$ cat src/rtl/gray_arb_pkg.sv
// rtl/gray_arb_pkg.sv - shared defaults, owner encoding and read tag type for the gray port arbiter
package gray_arb_pkg;

    localparam int ADDR_W_DEF = 14;
    localparam int DATA_W_DEF = 8;

    typedef enum logic {
        OWN_R0 = 1'b0,
        OWN_R1 = 1'b1
    } owner_e;

    typedef struct packed {
        logic   valid;
        owner_e owner;
    } rd_tag_t;

endpackage

$ cat src/rtl/gray_port_arbiter_if.sv
// rtl/gray_port_arbiter_if.sv - requester and gray memory read-port bundle
interface gray_port_arbiter_if
    import gray_arb_pkg::*;
#(
    parameter int ADDR_W = ADDR_W_DEF,
    parameter int DATA_W = DATA_W_DEF
);
    logic              mem_ready;
    logic              req_0;
    logic              req_1;
    logic [ADDR_W-1:0] addr_0;
    logic [ADDR_W-1:0] addr_1;
    logic              lock_0;
    logic              gnt_0;
    logic              gnt_1;
    logic [DATA_W-1:0] rdata_0;
    logic [DATA_W-1:0] rdata_1;
    logic              rvalid_0;
    logic              rvalid_1;
    logic [ADDR_W-1:0] mem_addr;
    logic              mem_rd;
    logic [DATA_W-1:0] mem_rdata;
    logic              idle;

    modport master (
        output mem_ready, req_0, req_1, addr_0, addr_1, lock_0, mem_rdata,
        input  gnt_0, gnt_1, rdata_0, rdata_1, rvalid_0, rvalid_1, mem_addr, mem_rd, idle
    );

    modport slave (
        input  mem_ready, req_0, req_1, addr_0, addr_1, lock_0, mem_rdata,
        output gnt_0, gnt_1, rdata_0, rdata_1, rvalid_0, rvalid_1, mem_addr, mem_rd, idle
    );
endinterface

$ cat src/rtl/rd_tag_pipe.sv
// rtl/rd_tag_pipe.sv - shift register of read tags aligned with the memory read latency
module rd_tag_pipe
    import gray_arb_pkg::*;
#(
    parameter int DEPTH = 2
) (
    input  logic    clk,
    input  logic    reset,
    input  rd_tag_t push,
    output rd_tag_t out,
    output logic    any_valid
);
    rd_tag_t stage [DEPTH];

    always_ff @(posedge clk) begin
        if (reset) begin
            for (int i = 0; i < DEPTH; i++) stage[i] <= '0;
        end else begin
            stage[0] <= push;
            for (int i = 1; i < DEPTH; i++) stage[i] <= stage[i-1];
        end
    end

    assign out = stage[DEPTH-1];

    always_comb begin
        any_valid = 1'b0;
        for (int i = 0; i < DEPTH; i++) any_valid = any_valid | stage[i].valid;
    end
endmodule

$ cat src/rtl/gray_port_arbiter.sv
// rtl/gray_port_arbiter.sv - round-robin arbiter with bounded burst lock for the gray memory read port
module gray_port_arbiter
    import gray_arb_pkg::*;
#(
    parameter int ADDR_W   = ADDR_W_DEF,
    parameter int DATA_W   = DATA_W_DEF,
    parameter int RD_LAT   = 1,
    parameter int MAX_LOCK = 9
) (
    input logic               clk,
    input logic               reset,
    gray_port_arbiter_if.slave bus
);
    localparam int CNT_W = $clog2(MAX_LOCK + 1);

    owner_e            last;
    logic              locked;
    logic [CNT_W-1:0]  lock_cnt;
    logic              g0, g1, acc, starve, tag_busy;
    owner_e            win;
    rd_tag_t           tag_in, tag_out;
    logic [ADDR_W-1:0] sel_addr;
    logic [DATA_W-1:0] ret_data;

    // Requester 1 gets one slot once the lock has held it off for MAX_LOCK grants
    assign starve = locked && bus.req_0 && bus.req_1 && (lock_cnt == CNT_W'(MAX_LOCK));

    always_comb begin
        g0 = 1'b0;
        g1 = 1'b0;
        if (bus.mem_ready) begin
            if (locked && bus.req_0) begin
                g1 = starve;
                g0 = !starve;
            end else if (bus.req_0 && bus.req_1) begin
                g0 = (last == OWN_R1);
                g1 = (last == OWN_R0);
            end else begin
                g0 = bus.req_0;
                g1 = bus.req_1;
            end
        end
    end

    assign acc      = g0 | g1;
    assign win      = g1 ? OWN_R1 : OWN_R0;
    assign sel_addr = g1 ? bus.addr_1 : bus.addr_0;
    assign ret_data = bus.mem_rdata;
    assign tag_in   = '{valid: acc, owner: win};
    assign bus.gnt_0 = g0;
    assign bus.gnt_1 = g1;
    assign bus.idle  = !tag_busy && !bus.mem_rd;

    rd_tag_pipe #(.DEPTH(RD_LAT + 1)) u_tag_pipe (
        .clk       (clk),
        .reset     (reset),
        .push      (tag_in),
        .out       (tag_out),
        .any_valid (tag_busy)
    );

    always_ff @(posedge clk) begin
        if (reset) begin
            bus.mem_addr <= '0;
            bus.mem_rd   <= 1'b0;
            bus.rdata_0  <= '0;
            bus.rdata_1  <= '0;
            bus.rvalid_0 <= 1'b0;
            bus.rvalid_1 <= 1'b0;
            last         <= OWN_R1;
            locked       <= 1'b0;
            lock_cnt     <= '0;
        end else begin
            bus.mem_rd <= acc;
            if (acc) begin
                bus.mem_addr <= sel_addr;
                last         <= win;
            end

            if (!bus.req_0) begin
                locked   <= 1'b0;
                lock_cnt <= '0;
            end else if (g0) begin
                locked   <= bus.lock_0;
                lock_cnt <= (bus.lock_0 && bus.req_1) ? lock_cnt + CNT_W'(1) : '0;
            end else if (g1 || !bus.req_1) begin
                lock_cnt <= '0;
            end

            bus.rvalid_0 <= tag_out.valid && (tag_out.owner == OWN_R0);
            bus.rvalid_1 <= tag_out.valid && (tag_out.owner == OWN_R1);
            if (tag_out.valid && tag_out.owner == OWN_R0) bus.rdata_0 <= ret_data;
            if (tag_out.valid && tag_out.owner == OWN_R1) bus.rdata_1 <= ret_data;
        end
    end
endmodule

$ cat src/flat_wrapper.sv
// flat-port wrapper written by rule: the top's interface ports become plain ports
module gray_port_arbiter_flat import gray_arb_pkg::*;
#(
    parameter int ADDR_W   = ADDR_W_DEF,
    parameter int DATA_W   = DATA_W_DEF,
    parameter int RD_LAT   = 1,
    parameter int MAX_LOCK = 9
)
  (clk, reset, bus_mem_ready, bus_req_0, bus_req_1, bus_addr_0, bus_addr_1, bus_lock_0, bus_mem_rdata, bus_gnt_0, bus_gnt_1, bus_rdata_0, bus_rdata_1, bus_rvalid_0, bus_rvalid_1, bus_mem_addr, bus_mem_rd, bus_idle);
  gray_port_arbiter_if #(.ADDR_W(ADDR_W), .DATA_W(DATA_W)) bus_i ();
  input logic clk;
  input logic reset;
  input wire logic [$bits(bus_i.mem_ready)-1:0] bus_mem_ready;
  input wire logic [$bits(bus_i.req_0)-1:0] bus_req_0;
  input wire logic [$bits(bus_i.req_1)-1:0] bus_req_1;
  input wire logic [$bits(bus_i.addr_0)-1:0] bus_addr_0;
  input wire logic [$bits(bus_i.addr_1)-1:0] bus_addr_1;
  input wire logic [$bits(bus_i.lock_0)-1:0] bus_lock_0;
  input wire logic [$bits(bus_i.mem_rdata)-1:0] bus_mem_rdata;
  output wire logic [$bits(bus_i.gnt_0)-1:0] bus_gnt_0;
  output wire logic [$bits(bus_i.gnt_1)-1:0] bus_gnt_1;
  output wire logic [$bits(bus_i.rdata_0)-1:0] bus_rdata_0;
  output wire logic [$bits(bus_i.rdata_1)-1:0] bus_rdata_1;
  output wire logic [$bits(bus_i.rvalid_0)-1:0] bus_rvalid_0;
  output wire logic [$bits(bus_i.rvalid_1)-1:0] bus_rvalid_1;
  output wire logic [$bits(bus_i.mem_addr)-1:0] bus_mem_addr;
  output wire logic [$bits(bus_i.mem_rd)-1:0] bus_mem_rd;
  output wire logic [$bits(bus_i.idle)-1:0] bus_idle;
  assign bus_i.mem_ready = bus_mem_ready;
  assign bus_i.req_0 = bus_req_0;
  assign bus_i.req_1 = bus_req_1;
  assign bus_i.addr_0 = bus_addr_0;
  assign bus_i.addr_1 = bus_addr_1;
  assign bus_i.lock_0 = bus_lock_0;
  assign bus_i.mem_rdata = bus_mem_rdata;
  assign bus_gnt_0 = bus_i.gnt_0;
  assign bus_gnt_1 = bus_i.gnt_1;
  assign bus_rdata_0 = bus_i.rdata_0;
  assign bus_rdata_1 = bus_i.rdata_1;
  assign bus_rvalid_0 = bus_i.rvalid_0;
  assign bus_rvalid_1 = bus_i.rvalid_1;
  assign bus_mem_addr = bus_i.mem_addr;
  assign bus_mem_rd = bus_i.mem_rd;
  assign bus_idle = bus_i.idle;
  gray_port_arbiter #(.ADDR_W(ADDR_W), .DATA_W(DATA_W), .RD_LAT(RD_LAT), .MAX_LOCK(MAX_LOCK)) u_core (.clk(clk), .reset(reset), .bus(bus_i));
endmodule
$ cat config.mk
export PLATFORM = sky130hd
export DESIGN_NAME = gray_port_arbiter_flat
export DESIGN_NICKNAME = d
export VERILOG_FILES = /design/src/rtl/gray_arb_pkg.sv /design/src/rtl/gray_port_arbiter_if.sv /design/src/rtl/rd_tag_pipe.sv /design/src/rtl/gray_port_arbiter.sv /design/src/flat_wrapper.sv
export SDC_FILE = /design/constraint.sdc
export NUM_CORES = 1
export LEC_CHECK = 0
export BUFFER_PORTS_ARGS = -buffer_cell sky130_fd_sc_hd__clkbuf_2
export CAP_MARGIN = 20
export CORE_MARGIN = 1
export CORE_UTILIZATION = 40
export CTS_CLUSTER_SIZE = 20
export DETAILED_ROUTE_END_ITERATION = 7
export PLACE_DENSITY = 0.78
export SYNTH_ARGS = -nofsm -noshare
export SYNTH_HDL_FRONTEND = slang
export SYNTH_SLANG_ARGS = --single-unit
$ cat constraint.sdc
create_clock -name clk -period 1.8 [get_ports clk]
set_input_delay 0.36 -clock clk [delete_from_list [all_inputs] [get_ports clk]]
set_output_delay 0.36 -clock clk [all_outputs]
set_load 0.03 [all_outputs]
Word-level counts from Yosys, hierarchy flattened
Memories as Yosys holds them, arrays and structs flattened.
Index checks and enable logic that the tools add are counted.
Word-level totals
  flip-flop bits (word level): 39
  RAM bits: 4
  input bits: 42
  output and inout port bits: 36
  logic and storage cells: 50
  memories kept: 1
Operators by class
  add/sub/neg operators: 1
  equality and inequality tests: 1
  multiplexer cells: 16
  bitwise gates (word level): 7
  reduce and logical (&&, ||, !) cells: 15
Memories
  u_core.u_tag_pipe.stage: depth 2, bits a word 2, rd ports 2, clocked after memory_dff 0, wr ports 2, RTL line rd_tag_pipe.sv:13  | rd_tag_t stage [DEPTH];
Operators by type and width (count)
  14-bit 2-to-1 mux: 1
  4-bit 2-to-1 mux: 3
  1-bit 2-to-1 mux: 10
  1-bit logical AND: 8
  4-bit by 1-bit adder with 4-bit output (second input constant): 1
  4-bit equality test (second input constant): 1
  1-bit logical NOT: 4
  2-bit 2-to-1 mux: 2
  1-bit bitwise OR: 4
  1-bit NOT: 3
  2-bit nonzero test: 1
  2-bit OR reduction: 1
  1-bit logical OR: 1

Depth between registers and ports, before layout
  depth after elaboration: 8
  gate-level depth with buffers: 7
  gate-level depth less buffers: 7

Cells and area by module
Synthesis repeated with hierarchy kept, for this count alone.
Second synthesis, totals
  cells, all modules: 200
  area total of the unflattened synthesis: 1744.2 sq um
By module, submodules not included
  gray_port_arbiter: times used 1, cells each 189, area each 1617.8 sq um, sequential area each 780.7 sq um
  rd_tag_pipe: times used 1, cells each 11, area each 126.4 sq um, sequential area each 80.1 sq um

Worst setup path before layout
OpenSTA, ideal clock, no wires.
  path type: register -> output
  start: register u_core.lock_cnt[1]
  end: output port bus_gnt_0
  arrival: 1.352 ns
  data required time: 1.440 ns
  path slack: 0.088 ns
  stages on the path, launching flop included: 8
  path buffers: 1
  path through: dfxtp_1 inv_1 ha_1 and4b_1 o22ai_2 nand2_2 buf_6 inv_1
On the way
  longest elaborated chain between the ends: 5
Ends and longest elaborated chain
  start, declared: RTL line gray_port_arbiter.sv:18  | logic [CNT_W-1:0] lock_cnt;
  start signal, assigned: RTL line gray_port_arbiter.sv:85  | lock_cnt <= (bus.lock_0 && bus.req_1) ? lock_cnt + CNT_W'(1) : '0;
  4-bit equality test: RTL line gray_port_arbiter.sv:26  | assign starve = locked && bus.req_0 && bus.req_1 && (lock_cnt == CNT_W'(MAX_LOCK));
  1-bit logical AND: RTL line gray_port_arbiter.sv:26
  1-bit logical NOT: RTL line gray_port_arbiter.sv:34  | g0 = !starve;
  1-bit 2-to-1 mux: RTL line gray_port_arbiter.sv:32  | if (locked && bus.req_0) begin
  1-bit 2-to-1 mux: RTL line gray_port_arbiter.sv:31  | if (bus.mem_ready) begin
  end, declared: RTL line flat_wrapper.sv:20  | output wire logic [$bits(bus_i.gnt_0)-1:0] bus_gnt_0;
Every way passes these cells.

Worst setup path in the final report
Same ends and word-level chain as after synthesis.

==> impl_results.rst <==
.. list-table::
   :header-rows: 1

   * - Metric
     - Value
   * - Run status
     - finished, violations left
   * - Violations in the final reports
     - setup timing
   * - Net count of the finished layout
     - 322
   * - Placer Congestion
     - 0.814
   * - Die Span X
     - 67.2 um
   * - Number of clock buffers inserted by TritonCTS
     - 5
   * - Max Clock Freq
     - 554 MHz
   * - Total die area
     - 4520 um2
   * - Boundary pin count
     - 78
   * - Starting DRT DRC Count
     - 112
   * - Post-Synth Simple-Gate Area
     - 25.1%
   * - Leakage power total
     - 1.04 nW
   * - Detailed Routing Iterations Pass 1
     - 4
   * - Overall power
     - 2.19 mW
   * - ANT cells
     - 0
   * - Final Slew Violations
     - 0
   * - Finished Layout Cells
     - 329
   * - EDFF count, synth
     - 0
   * - Starting density of the core
     - 42.2%
   * - Core area
     - 4030 um2
   * - Worst hold margin
     - 0.303 ns
   * - Post-synthesis sequential area ratio
     - 49.4%
   * - Synthesized area per cell
     - 8.59 um2
   * - Ratio of total power to cell area
     - 945 nW/um2
   * - GRT Total Usage
     - 18.1%
   * - DR DRC count
     - 0
   * - Post-route clock period utilization
     - 100%
   * - Number of endpoints with negative hold slack in the final report
     - 0
   * - Setup skew after layout
     - 0.00607 ns
   * - RSZ-0062 raised after global routing
     - true
   * - Synthesized area
     - 1700 um2
   * - Hold Path Class
     - input port to flip-flop
   * - Synth warn
     - 0
   * - Area share of the leading cell type in the synthesized netlist
     - 49.4%
   * - Vias in the first global route
     - 1398
   * - Proportion of synthesized flip-flops having asynchronous set or reset
     - 0%
   * - Tightest Pin Transition
     - 0.533 ns
   * - Port buffer count
     - 77
   * - Crit path launch type
     - flip-flop
   * - Residual antenna-violating net count after detailed routing
     - 0
   * - Max-capacitance violation count
     - 0
   * - Type of the worst setup path
     - flip-flop to output port
   * - GRT Residual Overflow
     - 0
   * - Cell total after placement
     - 318
   * - Setup slack at placement
     - 0.103 ns
   * - Data arrival time of the critical path
     - 1.45 ns
   * - Largest net degree at the start of global routing
     - 38
   * - Type of destination of the critical path
     - output port
   * - Maximum vdd drop
     - 0.640 mV
   * - Total number of H-tree levels
     - 2
   * - Worst rel slew slack
     - 64.4%
   * - Synth Instances
     - 198
   * - Global-route wire length before repair
     - 6080 um
   * - Synth Area in Compound Gates
     - 18.7%
   * - Clk pin slew, worst setup/hold paths
     - 0.08 ns
   * - Flip-flop and latch count after synthesis
     - 42
   * - Leading cell types by total area after synthesis
     - dfxtp_1 (49%), nor2_1 (7.9%), nand2_1 (6.8%), o221a_1 (6.0%), a21oi_1 (5.0%)
   * - Most common cell in the synthesized netlist
     - dfxtp_1
   * - Synth Flop Type
     - dfxtp_1
   * - Synthesized Nets
     - 242
   * - Combinational family with the most area after synthesis
     - simple AND/OR/NAND/NOR gates
   * - Final worst slack
     - -0.00589 ns
   * - Distinct cell type count of the synthesized netlist
     - 34
   * - Vias/cell
     - 5.05
   * - Row cnt
     - 23
   * - Root Buffer
     - clkbuf_8
   * - HPWL Detailed
     - 2810 um
   * - Top cells by count, synth
     - dfxtp_1 (42), nor2_1 (36), nand2_1 (31)
   * - Clock Path Buffers
     - 2
   * - Area growth syn-to-layout
     - 36.0%
   * - Share of synthesized cell area in full adder, half adder and majority cells
     - 1.47%
   * - Cell accounting for the most synthesized area
     - dfxtp_1
   * - Data required time of the worst path
     - 1.44 ns
   * - TritonCTS clock tree
     - done
   * - Share of synthesized area spent on multiplexers
     - 0.588%
   * - Vertical extent of the die
     - 67.2 um
   * - Antenna violations before repair
     - 0
   * - Detailed Route WL
     - 3910 um
   * - Post-synthesis share of cell area spent on xor and xnor gates
     - 0%
   * - Post-layout min period
     - 1.81 ns
   * - Count of clock tree sinks
     - 42
   * - Vias post-DR
     - 1662
   * - Share of layout cells above drive strength 1
     - 38.4%
   * - DR WL/cell
     - 11.9 um
   * - Maximum net fanout on the critical path
     - 2
   * - Later-pin clock latency in the skew report
     - 0.29 ns
   * - Total of endpoints with negative setup slack in the final report
     - 1
[layout make-up]
| class | count | area (um2) |
|---|---|---|
| clock buffer | 5 | 68.8 |
| fill | 370 | 1720 |
| clock inverter | 3 | 68.8 |
| inverter | 6 | 22.5 |
| sequential | 42 | 843 |
| multi-input combinational | 139 | 793 |
| timing repair buffer | 84 | 454 |
| tap | 50 | 62.6 |
[metal layers]
| layer | vias up | routed length [um] | part of all wire, % | track usage (%) |
|---|---|---|---|---|
| li1 | 847 | - | - | - |
| met5 | - | 0 | 0 | 0 |
| met2 | 77 | 1820 | 47 | 31.0 |
| met1 | 734 | 1780 | 46 | 21.0 |
| met4 | 0 | 45 | 1.2 | 7.18 |
| met3 | 4 | 263 | 6.7 | 5.07 |
[power breakdown]
part	switching, mW	internal [mW]	leakage (nW)	total [mW]
logic	0.195	0.123	0.627	0.318
clock network	0.321	0.555	0.0683	0.876
registers	0.0236	0.968	0.344	0.992
[per-stage QoR]
step                 TNS, ns  area [um2]  util [%]
finish              -0.00589        2310      57.4
detailed placement         0        2120      52.7
CTS                  -0.0487        2310      57.2
global placement           0        2120      52.7
floorplan                  0        1700         -
global route         -0.0678        2310      57.4
[final timing paths]
kind | startpoint | end | slack [ns] | cells after the start
setup / recovery | u_core.lock_cnt[1]$_SDFFE_PP0P_ | bus_gnt_0 | -0.006 | 7
hold / removal | bus_mem_rdata[6] | u_core.bus.rdata_0[6]$_SDFFE_PP0P_ | 0.30 | 3
hold reg to reg | u_core.u_tag_pipe.stage[0][0]$_SDFF_PP0_ | u_core.u_tag_pipe.stage[0][2]$_SDFF_PP0_ | 0.44 | 1
setup reg to reg | u_core.lock_cnt[1]$_SDFFE_PP0P_ | u_core.bus.mem_addr[10]$_SDFFE_PP0P_ | 0.13 | 8
[kinds of logic after synthesis]
| logic type | after synthesis |
|---|---|
| compound gates | 41 |
| mux | 1 |
| buf+inv | 17 |
| flops | 42 |
| simple gates | 95 |
| fa+ha+maj | 2 |
[critical path: stages (launching register included)]
cell and delay [ns]:
dfxtp_2 0.34, inv_2 0.05, ha_4 0.15, and4b_1 0.20, o22ai_2 0.15, nand2_2 0.09
inv_2 0.07, buf_8 0.11
[cell usage in the layout, fill, tap and decap left out, types with 3 or more instances in the layout]
master	instances
a21oi_1	17
o221a_2	5
dfxtp_1	40
clkbuf_2	75
nor2_1	36
nand2_1	31
clkbuf_8	5
inv_2	3
o221a_1	9
nor2b_1	5
inv_1	3
buf_4	7
nand3_1	13
[registers in the layout (all words and copies together) (netlist names)]
signal and flops:
u_core.lock_cnt 4, u_core.last 1, u_core.bus.mem_addr 14, u_core.u_tag_pipe.stage 4, u_core.bus.rvalid_1 1, u_core.locked 1, u_core.bus.rdata_1 8, u_core.bus.rdata_0 8
u_core.bus.rvalid_0 1
[timing repair]
action	4_1_cts	5_1_grt
pin swaps	2	2
gates resized for setup	8	5
setup endpoints to repair	2	2
endpoints found under the hold margin	0	0
setup buffers	3	0
hold buffers	0	0
Power figures use the tool's default switching activity.
